==> src/rtl/fetch_queue.sv <==
// fetch_queue: dual-issue instruction buffer between fetch and decode.
// Circular buffer with wrap-bit pointers; occupancy is derived from the pointer difference.
module fetch_queue #(
    parameter int DEPTH = 8,
    localparam int CNT_W = $clog2(DEPTH) + 1
) (
    input  logic             clock_i,
    input  logic             reset_n_i,
    input  logic             flush_i,
    input  logic             push_valid_0_i,
    input  logic             push_valid_1_i,
    input  logic [31:0]      push_inst_0_i,
    input  logic [31:0]      push_inst_1_i,
    input  logic [31:0]      push_pc_0_i,
    input  logic [31:0]      push_pc_1_i,
    input  logic             push_pred_taken_0_i,
    input  logic             push_pred_taken_1_i,
    output logic             push_ready_o,
    input  logic             pop_i,
    output logic [31:0]      inst0_o,
    output logic [31:0]      inst1_o,
    output logic [31:0]      pc_0_o,
    output logic [31:0]      pc_1_o,
    output logic             pred_taken_0_o,
    output logic             pred_taken_1_o,
    output logic             was_fetched_0_o,
    output logic             was_fetched_1_o,
    output logic [CNT_W-1:0] count_o
);
    localparam int IDX_W = CNT_W - 1;

    logic [CNT_W-1:0] rd_q, rd_d, wr_q, wr_d, count, n_push, n_pop;
    logic [IDX_W-1:0] ri0, ri1, wi0, wi1;
    logic             push_acc;
    logic [31:0]      inst_mem [DEPTH];
    logic [31:0]      pc_mem   [DEPTH];
    logic             pt_mem   [DEPTH];

    always_comb begin
        count           = wr_q - rd_q;
        ri0             = rd_q[IDX_W-1:0];
        ri1             = rd_q[IDX_W-1:0] + IDX_W'(1);
        wi0             = wr_q[IDX_W-1:0];
        wi1             = wr_q[IDX_W-1:0] + IDX_W'(1);
        push_ready_o    = (CNT_W'(DEPTH) - count) >= CNT_W'(2);
        was_fetched_0_o = count != '0;
        was_fetched_1_o = count >= CNT_W'(2);
        n_push          = push_valid_0_i ? (push_valid_1_i ? CNT_W'(2) : CNT_W'(1)) : '0;
        n_pop           = pop_i ? CNT_W'(was_fetched_0_o) + CNT_W'(was_fetched_1_o) : '0;
        push_acc        = push_ready_o && push_valid_0_i && !flush_i;
        // Flush drops everything, including this cycle's push.
        wr_d            = push_acc ? wr_q + n_push : wr_q;
        rd_d            = flush_i ? wr_q : rd_q + n_pop;
        inst0_o         = was_fetched_0_o ? inst_mem[ri0] : '0;
        pc_0_o          = was_fetched_0_o ? pc_mem[ri0] : '0;
        pred_taken_0_o  = was_fetched_0_o && pt_mem[ri0];
        inst1_o         = was_fetched_1_o ? inst_mem[ri1] : '0;
        pc_1_o          = was_fetched_1_o ? pc_mem[ri1] : '0;
        pred_taken_1_o  = was_fetched_1_o && pt_mem[ri1];
        count_o         = count;
    end

    always_ff @(posedge clock_i or negedge reset_n_i) begin
        if (!reset_n_i) begin
            rd_q <= '0;
            wr_q <= '0;
        end else begin
            rd_q <= rd_d;
            wr_q <= wr_d;
        end
    end

    always_ff @(posedge clock_i) begin
        if (push_acc) begin
            inst_mem[wi0] <= push_inst_0_i;
            pc_mem[wi0]   <= push_pc_0_i;
            pt_mem[wi0]   <= push_pred_taken_0_i;
            if (push_valid_1_i) begin
                inst_mem[wi1] <= push_inst_1_i;
                pc_mem[wi1]   <= push_pc_1_i;
                pt_mem[wi1]   <= push_pred_taken_1_i;
            end
        end
    end
endmodule
==> config.mk <==
export PLATFORM = sky130hd
export DESIGN_NAME = fetch_queue
export DESIGN_NICKNAME = d
export VERILOG_FILES = /design/src/rtl/fetch_queue.sv
export SDC_FILE = /design/constraint.sdc
export NUM_CORES = 1
export LEC_CHECK = 0
export CAP_MARGIN = 20
export CORE_MARGIN = 4
export CORE_UTILIZATION = 40
export DETAILED_ROUTE_END_ITERATION = 6
export GPL_TIMING_DRIVEN = 0
export PLACE_DENSITY_LB_ADDON = 0.12
export SLEW_MARGIN = 0
export SYNTH_ARGS = -nofsm -noshare
export SYNTH_HDL_FRONTEND = slang
export SYNTH_SLANG_ARGS = --single-unit
==> constraint.sdc <==
create_clock -name clock_i -period 10.8 [get_ports clock_i]
set_input_delay 1.08 -clock clock_i [delete_from_list [all_inputs] [get_ports clock_i]]
set_output_delay 1.08 -clock clock_i [all_outputs]
set_load 0.02 [all_outputs]
==> impl_metrics.ini <==
[outcome]
status = complete, no violations

[drt]
wl_met2_um = 53300
ant_nets = 0
via_count = 20284
routed_wl_um = 106000
viasPerCell = 5.89
met1_length_um = 42500
wl_met3_um = 8070
top_layer = met5
drc = 0
wl_per_cell_um = 30.8
first_pass_iters = 5
drt_iter0_markers = 1777

[sta]
slew_headroom_pct = 28.4
fmax_mhz = 124
min_period_ps = 8080
slew_viol_final = 0
rsz0062_at_grt = no
finalHoldViolCount = 0
hold_ws_ps = 519
fin_ws_ps = 2720
fin_worst_skew_ps = 29.1
worst_pin_slew_ps = 1070
fin_crit_sh_pct = 74.9
final-setup-viol-count = 0

[cells_and_area]
layout_commonest_cell = edfxtp_1
area_growth_pct = 22.4
regArea_sq_um = 15800
nets = 2507
multi_input_area_sq_um = 14200
utilization_pct = 49.6
final_cells = 3446
drive_gt1_share_pct = 34.8
stdcell_area_sq_um = 37900
n_fill_cell = 6683
mostFrequentLayoutCells = 520 x edfxtp_1, 331 x mux2_2, 271 x clkdlybuf4s50_1

[placed_design]
hpwlAfterDp_um = 71600
io_buffers = 271
gp_congestion = 0.802
placed_cells = 3317
place_area_sq_um = 35800
dp_worst_setup_slack_ps = 3210

[cts]
cts.sinks = 528
cts_buffers = 60
cts_tree = yes
cts-htree-levels = 2
clk_latency_ps = 660
max-clock-path-buffers = 3
clk_pin_slew_ps = 60
cts_repair_resize_count = 0
cts_setup_buffers = 0
ctsHoldBuffers = 0
cts_root_buf = clkbuf_16

[setup_path]
crit_arrival_ps = 7000
end_kind = primary output
crit_fanout = 10
r2r_start = rd_q[1]$_DFF_PN0_
timing.rr.end = rd_q[2]$_DFF_PN0_
required_ps = 9720
r2r_setup_slack_ps = 3490
start_kind = flip-flop
reg2reg_depth = 17
crit_type = reg2out

[synthesis]
synth_nets = 2115
ys_seq_area_share_pct = 51.1
synth_edf_count = 520
ys_types = 42
syn_area_sq_um = 30900
synthArstFlopShare_pct = 1.52
syn-instance-count = 1964
synth-main-ff-cell = edfxtp_1
synth-seq-cells = 528
avgSynthCellArea_sq_um = 15.8
ys.warnings.count = 0

[min_path]
hold_class = reg2reg
hp-start = wr_q[3]$_DFFE_PN0P_
whs_path_depth = 1
holdPathEnd = wr_q[3]$_DFFE_PN0P_

[grt]
grt_max_degree = 21
antenna_found_initial = 15
grt_pass1_vias = 21529
grt_pass1_wl_um = 152000
overflow = 0
track_usage_pct = 25.6

[floorplan]
die_w_um = 286
core_sq_um = 76300
start_util_pct = 40.5
core.rowCount = 101
dieArea_sq_um = 81900
die_h_um = 286
ioPinCount = 273

[power]
cellPowerDensity_nw_per_um2 = 341
power_leakage_uw = 0.0127
ir_drop_mv = 0.326

[job]
max_cap_violations = 0
[Yosys cell counts (all sizes together), types with 3 or more instances]
master / instances / share of area [%]
xnor2: 4 / 0.11
a21oi: 136 / 2.2
mux2: 522 / 19
o21ai: 5 / 0.093
nand3: 4 / 0.065
mux4: 260 / 19
o21bai: 4 / 0.097
edfxtp: 520 / 50
mux2i: 3 / 0.097
inv: 16 / 0.19
nor3: 3 / 0.049
ha: 12 / 0.49
dfrtp: 8 / 0.65
clkbuf: 67 / 0.81
xor2: 8 / 0.25
o211ai: 4 / 0.16
fa: 3 / 0.19
nand2: 269 / 3.3
buf: 94 / 2.2
nor2: 5 / 0.061
[per-layer routing]
metal	track usage, %	vias up
met5	0	-
met4	5.79	12
met3	5.62	151
met2	44.1	783
met1	33.4	10660
li1	-	8678
[worst max path at each step]
stage               cells after the start         startpoint  slack, ps                       end
finish                                 11  rd_q[1]$_DFF_PN0_       2720                pc_1_o[23]
global route                           11  rd_q[1]$_DFF_PN0_       2300                pc_1_o[23]
CTS                                    11  rd_q[1]$_DFF_PN0_       2490                pc_1_o[30]
detailed placement                     11  rd_q[1]$_DFF_PN0_       3210                pc_1_o[30]
global placement                       11  rd_q[1]$_DFF_PN0_      -9190    pc_mem[0][6]$_DFFE_PP_
floorplan                              11  rd_q[1]$_DFF_PN0_        520  inst_mem[0][0]$_DFFE_PP_
[metrics by stage]
step                      total power [uW]  TNS (ps)
after floorplan                       7320         0
after global placement               10900  -2226630
after detailed placement             11000         0
after CTS                            13000         0
after global routing                 13500         0
final                                12900         0
[flip-flops by register name, indices dropped and copies added (netlist names)]
register	flops
inst_mem	256
pc_mem	256
pt_mem	8
rd_q	4
wr_q	4
[logic make-up (layout without fill, tap and decap cells)]
logic type / after synthesis / count (layout) / share of synthesized area, %
compound gates: 154 / 154 / 2.78
buf+inv: 177 / 618 / 3.20
mux: 785 / 785 / 38.0
xor+xnor: 14 / 14 / 0.522
flops: 528 / 528 / 51.1
simple gates: 291 / 291 / 3.68
other cells: 0 / 11 / 0
fa+ha+maj: 15 / 15 / 0.679
[cell type report]
cell class              count  area share, %
diodes                     11         0.0727
plain buffers             161           2.46
clock buffers              71           4.13
clock inverters            40          0.908
inverters                  16          0.159
multi-input cells        1259           37.5
flip-flops and latches    528           41.8
well taps                1030           3.40
repair buffers            330           9.58
[worst max-delay path, stage by stage, from the launching register on]
cell and delay [ps]:
dfrtp_1 380, clkbuf_1 350, clkbuf_1 750, clkbuf_1 850, inv_1 330, fa_1 650
ha_1 240, nor4_1 610, clkbuf_1 680, clkbuf_1 680, a21oi_1 200, clkdlybuf4s50_1 610
[power breakdown]
part	internal [uW]	switching, uW
Combinational	3390	4680
Sequential	2680	141
Clock	1170	879
Total	7230	5700
No activity file was read; power rests on OpenSTA's default activity.
